### src/rtl/spi_reg_responder_pkg.sv
// Shared types and constants for the SPI register responder.
// FSM state encoding, command-byte layout and the address-increment helper live here.
package spi_reg_responder_pkg;

  localparam int CMD_RW_BIT = 7;
  localparam int ADDR_W     = 7;
  localparam int BYTE_W     = 8;

  typedef enum logic [1:0] {
    IDLE = 2'd0,
    CMD  = 2'd1,
    DATA = 2'd2
  } state_e;

  // Frame addresses wrap modulo 2**ADDR_W.
  function automatic logic [ADDR_W-1:0] addr_inc(input logic [ADDR_W-1:0] a);
    return a + ADDR_W'(1);
  endfunction

endpackage

### src/rtl/spi_sync_edge.sv
// Multi-flop synchronizer for one asynchronous pad input, with level and one-cycle edge pulses.
// STAGES must be at least 2; RST_VAL is the idle level the chain holds while in reset.
module spi_sync_edge #(
  parameter int   STAGES  = 2,
  parameter logic RST_VAL = 1'b0
) (
  input  logic clk,
  input  logic rst_n,
  input  logic d_i,
  output logic level_o,
  output logic rise_o,
  output logic fall_o
);

  logic [STAGES-1:0] sync_q;
  logic              prev_q;

  // NOTE: sequential state uses non-blocking '<=' so every flop samples pre-edge values.
  always_ff @(posedge clk or negedge rst_n) begin
    if (!rst_n) begin
      sync_q <= {STAGES{RST_VAL}};
      prev_q <= RST_VAL;
    end else begin
      sync_q <= {sync_q[STAGES-2:0], d_i};
      prev_q <= sync_q[STAGES-1];
    end
  end

  assign level_o = sync_q[STAGES-1];
  assign rise_o  = level_o & ~prev_q;
  assign fall_o  = ~level_o & prev_q;

endmodule

### src/rtl/spi_reg_responder.sv
// SPI mode-0 target exposing a byte-wide register bank; SPI pins are oversampled in axi_aclk.
// Optional: define SPI_REG_RESPONDER_ERR_CNT_EN to map a saturating frame-error counter at N_REGS-1.
module spi_reg_responder
  import spi_reg_responder_pkg::*;
#(
  parameter int                N_REGS      = 16,
  parameter int                SYNC_STAGES = 2,
  parameter logic [BYTE_W-1:0] ID_VALUE    = 8'hA5
) (
  input  logic                     axi_aclk,
  input  logic                     axi_aresetn,
  input  logic                     spi_sck_i,
  input  logic                     spi_csn_i,
  input  logic                     spi_mosi_i,
  output logic                     spi_miso_o,
  output logic                     spi_miso_t,
  output logic [N_REGS*BYTE_W-1:0] regs_o,
  output logic                     wr_stb_o,
  output logic [ADDR_W-1:0]        wr_addr_o,
  output logic [BYTE_W-1:0]        wr_data_o,
  output logic                     frame_err_o
);

  localparam int IDX_W    = (N_REGS > 1) ? $clog2(N_REGS) : 1;
  localparam int SETTLE_W = $clog2(SYNC_STAGES + 2);

  logic sck_rise, sck_fall, sck_level_unused;
  logic csn_level, csn_rise, csn_fall;
  logic mosi_s, mosi_rise_unused, mosi_fall_unused;

  spi_sync_edge #(.STAGES(SYNC_STAGES), .RST_VAL(1'b0)) u_sync_sck (
    .clk(axi_aclk), .rst_n(axi_aresetn), .d_i(spi_sck_i),
    .level_o(sck_level_unused), .rise_o(sck_rise), .fall_o(sck_fall)
  );

  spi_sync_edge #(.STAGES(SYNC_STAGES), .RST_VAL(1'b1)) u_sync_csn (
    .clk(axi_aclk), .rst_n(axi_aresetn), .d_i(spi_csn_i),
    .level_o(csn_level), .rise_o(csn_rise), .fall_o(csn_fall)
  );

  spi_sync_edge #(.STAGES(SYNC_STAGES), .RST_VAL(1'b0)) u_sync_mosi (
    .clk(axi_aclk), .rst_n(axi_aresetn), .d_i(spi_mosi_i),
    .level_o(mosi_s), .rise_o(mosi_rise_unused), .fall_o(mosi_fall_unused)
  );

  state_e              state_q, state_d;
  logic [2:0]          bit_cnt_q, bit_cnt_d;
  logic [BYTE_W-1:0]   rx_shift_q, rx_shift_d;
  logic [BYTE_W-1:0]   tx_shift_q, tx_shift_d;
  logic [ADDR_W-1:0]   addr_q, addr_d;
  logic                rw_q, rw_d;
  logic                miso_q, miso_d;
  logic                miso_t_q, miso_t_d;
  logic                wr_stb_q, wr_stb_d;
  logic [ADDR_W-1:0]   wr_addr_q, wr_addr_d;
  logic [BYTE_W-1:0]   wr_data_q, wr_data_d;
  logic                frame_err_q, frame_err_d;
  logic [SETTLE_W-1:0] settle_q;
  logic [BYTE_W-1:0]   regs_q [N_REGS];

  logic                settled;
  logic                frame_active;
  logic                byte_done;
  logic [BYTE_W-1:0]   rx_byte;
  logic [ADDR_W-1:0]   rd_addr;
  logic [BYTE_W-1:0]   rd_data;
  logic                wr_ok;
  logic                wr_en;

`ifdef SPI_REG_RESPONDER_ERR_CNT_EN
  logic              clr_q;
  logic              err_clr;
  logic [BYTE_W-1:0] err_cnt_q;
`endif

  // The csn synchronizer comes out of reset high; if the pad is already low, the
  // resulting falling edge belongs to a frame that began before reset and is ignored.
  assign settled      = (settle_q == SETTLE_W'(SYNC_STAGES + 1));
  assign frame_active = (state_q != IDLE) && !csn_level;
  assign byte_done    = frame_active && sck_rise && (bit_cnt_q == 3'd7);
  assign rx_byte      = {rx_shift_q[BYTE_W-2:0], mosi_s};

  // In CMD the next read byte comes from the address being latched; in DATA from addr+1.
  assign rd_addr = (state_q == CMD) ? rx_byte[ADDR_W-1:0] : addr_inc(addr_q);

  always_comb begin
    rd_data = '0;
    if (rd_addr == '0) begin
      rd_data = ID_VALUE;
    end else if (int'(rd_addr) < N_REGS) begin
      rd_data = regs_q[rd_addr[IDX_W-1:0]];
`ifdef SPI_REG_RESPONDER_ERR_CNT_EN
      if (int'(rd_addr) == N_REGS - 1) rd_data = err_cnt_q;
`endif
    end
  end

  always_comb begin
    wr_ok = (addr_q != '0) && (int'(addr_q) < N_REGS);
`ifdef SPI_REG_RESPONDER_ERR_CNT_EN
    if (int'(addr_q) == N_REGS - 1) wr_ok = 1'b0;
`endif
  end

  // NOTE: every output of this block gets a default first, so no latch can be inferred.
  always_comb begin
    state_d     = state_q;
    bit_cnt_d   = bit_cnt_q;
    rx_shift_d  = rx_shift_q;
    tx_shift_d  = tx_shift_q;
    addr_d      = addr_q;
    rw_d        = rw_q;
    miso_d      = miso_q;
    miso_t_d    = miso_t_q;
    wr_stb_d    = 1'b0;
    wr_addr_d   = wr_addr_q;
    wr_data_d   = wr_data_q;
    frame_err_d = 1'b0;
    wr_en       = 1'b0;

    if (csn_rise) begin
      frame_err_d = (state_q != IDLE) && (bit_cnt_q != 3'd0);
      state_d     = IDLE;
      bit_cnt_d   = '0;
      addr_d      = '0;
      rx_shift_d  = '0;
      tx_shift_d  = '0;
      rw_d        = 1'b0;
      miso_d      = 1'b0;
      miso_t_d    = 1'b1;
    end else if (csn_fall && settled) begin
      state_d    = CMD;
      bit_cnt_d  = '0;
      rx_shift_d = '0;
      tx_shift_d = '0;
      miso_d     = 1'b0;
      miso_t_d   = 1'b0;
    end else if (frame_active && sck_rise) begin
      rx_shift_d = rx_byte;
      bit_cnt_d  = bit_cnt_q + 3'd1;
      if (byte_done) begin
        if (state_q == CMD) begin
          state_d = DATA;
          rw_d    = rx_byte[CMD_RW_BIT];
          addr_d  = rx_byte[ADDR_W-1:0];
          if (rx_byte[CMD_RW_BIT]) begin
            tx_shift_d = rd_data;
            miso_d     = rd_data[BYTE_W-1];
          end
        end else if (!rw_q) begin
          wr_en    = wr_ok;
          wr_stb_d = wr_ok;
          if (wr_ok) begin
            wr_addr_d = addr_q;
            wr_data_d = rx_byte;
          end
          addr_d = addr_inc(addr_q);
        end else begin
          addr_d     = addr_inc(addr_q);
          tx_shift_d = rd_data;
          miso_d     = rd_data[BYTE_W-1];
        end
      end
    end else if (frame_active && sck_fall && (state_q == DATA) && rw_q && (bit_cnt_q != 3'd0)) begin
      // The fall that closes a byte is skipped so a freshly loaded MSB stays on the
      // line through the first rise of the next byte.
      tx_shift_d = {tx_shift_q[BYTE_W-2:0], 1'b0};
      miso_d     = tx_shift_q[BYTE_W-2];
    end
  end

  always_ff @(posedge axi_aclk or negedge axi_aresetn) begin
    if (!axi_aresetn) begin
      state_q     <= IDLE;
      bit_cnt_q   <= '0;
      rx_shift_q  <= '0;
      tx_shift_q  <= '0;
      addr_q      <= '0;
      rw_q        <= 1'b0;
      miso_q      <= 1'b0;
      miso_t_q    <= 1'b1;
      wr_stb_q    <= 1'b0;
      wr_addr_q   <= '0;
      wr_data_q   <= '0;
      frame_err_q <= 1'b0;
      settle_q    <= '0;
    end else begin
      state_q     <= state_d;
      bit_cnt_q   <= bit_cnt_d;
      rx_shift_q  <= rx_shift_d;
      tx_shift_q  <= tx_shift_d;
      addr_q      <= addr_d;
      rw_q        <= rw_d;
      miso_q      <= miso_d;
      miso_t_q    <= miso_t_d;
      wr_stb_q    <= wr_stb_d;
      wr_addr_q   <= wr_addr_d;
      wr_data_q   <= wr_data_d;
      frame_err_q <= frame_err_d;
      if (!settled) settle_q <= settle_q + SETTLE_W'(1);
    end
  end

  // NOTE: the bank is a handful of flops visible to fabric logic, so it is reset like any other state.
  always_ff @(posedge axi_aclk or negedge axi_aresetn) begin
    if (!axi_aresetn) begin
      for (int k = 0; k < N_REGS; k++) regs_q[k] <= '0;
    end else if (wr_en) begin
      regs_q[addr_q[IDX_W-1:0]] <= rx_byte;
    end
  end

`ifdef SPI_REG_RESPONDER_ERR_CNT_EN
  // A frame whose command is a write to address 127 clears the counter on its first data byte.
  assign err_clr = byte_done && (state_q == DATA) && !rw_q && clr_q;

  always_ff @(posedge axi_aclk or negedge axi_aresetn) begin
    if (!axi_aresetn) begin
      clr_q     <= 1'b0;
      err_cnt_q <= '0;
    end else begin
      if (csn_rise) begin
        clr_q <= 1'b0;
      end else if (byte_done && (state_q == CMD)) begin
        clr_q <= (rx_byte == 8'h7F);
      end
      if (err_clr) begin
        err_cnt_q <= '0;
      end else if (frame_err_d && (err_cnt_q != 8'hFF)) begin
        err_cnt_q <= err_cnt_q + 8'd1;
      end
    end
  end
`endif

  for (genvar k = 0; k < N_REGS; k++) begin : g_regs_out
    assign regs_o[k*BYTE_W +: BYTE_W] = regs_q[k];
  end

  assign spi_miso_o  = miso_q;
  assign spi_miso_t  = miso_t_q;
  assign wr_stb_o    = wr_stb_q;
  assign wr_addr_o   = wr_addr_q;
  assign wr_data_o   = wr_data_q;
  assign frame_err_o = frame_err_q;

endmodule
### config.mk
export PLATFORM = sky130hd
export DESIGN_NAME = spi_reg_responder
export DESIGN_NICKNAME = d
export VERILOG_FILES = /design/src/rtl/spi_reg_responder_pkg.sv /design/src/rtl/spi_sync_edge.sv /design/src/rtl/spi_reg_responder.sv
export SDC_FILE = /design/constraint.sdc
export NUM_CORES = 1
export LEC_CHECK = 0
export BUFFER_PORTS_ARGS = -buffer_cell sky130_fd_sc_hd__clkbuf_2
export CELL_PAD_IN_SITES_DETAIL_PLACEMENT = 0
export CELL_PAD_IN_SITES_GLOBAL_PLACEMENT = 1
export CORE_MARGIN = 2
export CORE_UTILIZATION = 41
export DETAILED_ROUTE_END_ITERATION = 12
export GPL_ROUTABILITY_DRIVEN = 0
export GPL_TIMING_DRIVEN = 0
export PLACE_DENSITY = 0.88
export SLEW_MARGIN = 20
export SYNTH_ARGS = -nofsm -noshare
export SYNTH_HDL_FRONTEND = slang
export SYNTH_SLANG_ARGS = --single-unit
### constraint.sdc
create_clock -name axi_aclk -period 2.31 [get_ports axi_aclk]
set_input_delay 0.1155 -clock axi_aclk [delete_from_list [all_inputs] [get_ports axi_aclk]]
set_output_delay 0.1155 -clock axi_aclk [all_outputs]
set_load 0.05 [all_outputs]
==> metrics <==
Yosys reg bits=184; Port Buffers=151; post-synthesis sequential area ratio=0.5046; Ant. Diodes=0; H-tree levels=4; fin crit period=2.589 ns; CP max FO=8; cell area after placement=10370 um^2; Post-Layout Inst Area=11810 um^2; placed insts=1215; Final WS setup=-0.2793 ns; CP Cell Sequence=ha_2 > ha_4 > and4bb_2 > o21ai_4 > or2_1 > or2_1 > buf_6 > clkinv_8 > buf_12 > nand3_4 > mux2_4; DRT iter0 DRCs=709; row cnt=54; CP max stage cell=mux2_4; CP bufs+invs=3; Routed WL=29600 um; maximum vdd ir drop=0.5527 mV; Max Buffers Root-to-Sink=2; ys flop type=dfrtp_1; DP HPWL=20470 um; ANT nets after route=0; Net Sw Power=1.807 mW; pre-CTS setup slack=-1.134 ns; Yosys top cell area share=0.4931; EDFF count, synth=0; WP data required=2.64 ns; Layout area overhead=29.31%; Clock Sinks=184; Worst-Margin Slew=0.8344 ns; max_cap viols=0; final setup violation count=140; initial antenna violation count=0; Synth area leader=dfrtp_1; Internal Power=4.953 mW; share of layout cells above drive strength 1=0.4436; Layout Skew=0.008066 ns; startpoint types=flip-flop; drt first pass iters=5; failing checks=negative setup slack; detailed-route DRC error count=0; top cells by area, synth=dfrtp_1 49%, mux2_2 11%, o211ai_1 6.9%; RSZ-0062 raised after global routing=yes; Crit Path Class=reg -> reg; crit path DAT=2.92 ns; Chip Width=153.3 um; delay-heaviest family, CP=simple AND/OR/NAND/NOR gates; Hold Path Class=in -> async; Min Hold Slack=0.2190 ns; gr usage total=0.2507; fin. max-slew vios=0; Seq pwr share=0.481; Post-synth ARST share=1.000; routed length per instance=22.95 um; later-pin clock latency in the skew report=0.44 ns; Syn Area/Cell=11.68 um^2; Setup TNS=-26.74 ns; Comb pwr share=0.084; core area=21820 um^2; number of global-route vias before repair=7330; CP max stage delay=0.37 ns; die area=23490 um^2; Max-Slew Margin vs Limit=0.4379; largest net degree at the start of global routing=73; CTS clk-pin slew, worst paths=0.07 ns; outcome=finished with violations; crit-path most repeated cell=or2_1; Pleak=5.660 nW; Synth Net Count=795; Cell Pwr Density=572.2 nW/um^2; CTS tree=built; crit share post-route=1.121; fin cells=1290; via count=7511; Clock Power Share=0.436; Synth Warn #=0; commonest non-fill, non-tap cell in the layout=dfrtp_1; Die Ht=153.3 um; Num CTS Buffers=17; most frequent cells in the layout=175 x dfrtp_1, 163 x clkbuf_2, 84 x o211ai_1; synthesized instance count=782; fin nets=1010; Starting Density=0.4186; Cell variety after synth=68; switching share of power=0.2673; f_max=0.3862 GHz; first-pass GRT wire length=44990 um; Final Hold Viols=0; CP Capture Type=flip-flop; Top-Level Pins=152; grt ovf=0; synthesized area=9135 um^2; root buf cell=clkbuf_16; Avg Vias per Cell=5.822
## state kept, by name (all words and copies together) (netlist names), 2 cells and up
signal,count
regs_o,128
wr_data_o,8
addr_q,7
rx_shift_q,7
tx_shift_q,7
wr_addr_o,7
bit_cnt_q,3
settle_q,2
state_q,2
u_sync_csn.sync_q,2
u_sync_mosi.sync_q,2
u_sync_sck.sync_q,2
## cell families (layout without fill, tap and decap cells)
| group | after synthesis | after routing | share of synthesized area |
|---|---|---|---|
| AOI/OAI and AO/OA | 151 | 151 | 0.1260 |
| xor gates and xnor gates | 8 | 8 | 0.007670 |
| adders and majority gates | 8 | 8 | 0.01096 |
| buffers and inverters | 119 | 347 | 0.05328 |
| DFF | 184 | 184 | 0.5046 |
| muxes | 150 | 150 | 0.1952 |
| and+or+nand+nor | 162 | 162 | 0.1023 |
## timing repair
action / 4_1_cts / 5_1_grt
setup buffers: 21 / 21
endpoints found under the hold margin: 67 / 0
pin swaps: 10 / 9
endpoints found under the setup margin: 157 / 154
hold buffers: 4 / 0
gates cloned: 2 / 1
gates resized for setup: 89 / 55
## power groups by stage
stage	Sequential [mW]	Clock, mW	Combinational [mW]
after global routing	3.25	3.11	0.598
after detailed placement	3.31	0	0.460
final	3.25	2.94	0.565
after global placement	3.31	0	0.440
after CTS	3.25	2.95	0.529
after floorplan	3.32	0	0.248
## worst register-to-register path, stage by stage (launching register included)
cell,delay (ns)
dfrtp_1,0.36
ha_2,0.20
ha_4,0.13
and4bb_2,0.27
o21ai_4,0.08
or2_1,0.24
or2_1,0.24
buf_6,0.14
clkinv_8,0.08
buf_12,0.14
nand3_4,0.22
mux2_4,0.38
## worst paths after layout
path / startpoint / endpoint / slack (ns) / cells past startpoint
max in group asynchronous: axi_aresetn / regs_o[25] / 1.06 / 4
worst max-delay path: bit_cnt_q[0] / regs_o[35] / -0.28 / 11
worst min-delay path: axi_aresetn / u_sync_sck.sync_q[0] / 0.22 / 2
min in group axi_aclk: spi_csn_i / u_sync_csn.sync_q[0] / 0.31 / 2
worst min register to register: u_sync_sck.sync_q[0] / u_sync_sck.sync_q[1] / 0.35 / 0
worst max register to register: bit_cnt_q[0] / regs_o[35] / -0.28 / 11
## per-layer routing
layer  up-vias  share of wire  global-route usage
met4         0          0.031             0.09744
li1       3246              -                   -
met1      3837           0.43              0.3553
met5         -              0                   0
met2       364           0.46              0.3780
met3        64          0.078             0.05274
## cells in the mapped netlist, types with 7 or more instances
| master | instances |
|---|---|
| nor2b_1 | 10 |
| clkbuf_1 | 49 |
| nor2_1 | 26 |
| nand4_1 | 10 |
| a21oi_1 | 7 |
| buf_2 | 9 |
| nand3_4 | 8 |
| buf_1 | 10 |
| inv_1 | 48 |
| o211ai_1 | 84 |
| dfrtp_1 | 180 |
| ha_1 | 8 |
| mux2_4 | 32 |
| nor3_1 | 8 |
| o21ai_0 | 13 |
| mux2i_1 | 30 |
| mux2_2 | 86 |
| nand2_1 | 66 |
## layout make-up
class,instances,area (um^2)
flip-flops and latches,184,4616
well taps,280,350.3
clock inverters,15,157.7
inverters,49,203.9
multi-input cells,479,4362
fillers,1836,10010
repair buffers,201,1290
clock buffers,17,425.4
plain buffers,65,407.9
## through the flow
step           utilization  power, mW
2_1_floorplan            -      3.564
3_3_place_gp        0.4721      3.752
3_5_place_dp        0.4750      3.771
4_1_cts             0.5276      6.729
5_1_grt             0.5413      6.963
6_report            0.5413      6.760
(Power assumes the default switching activity.)
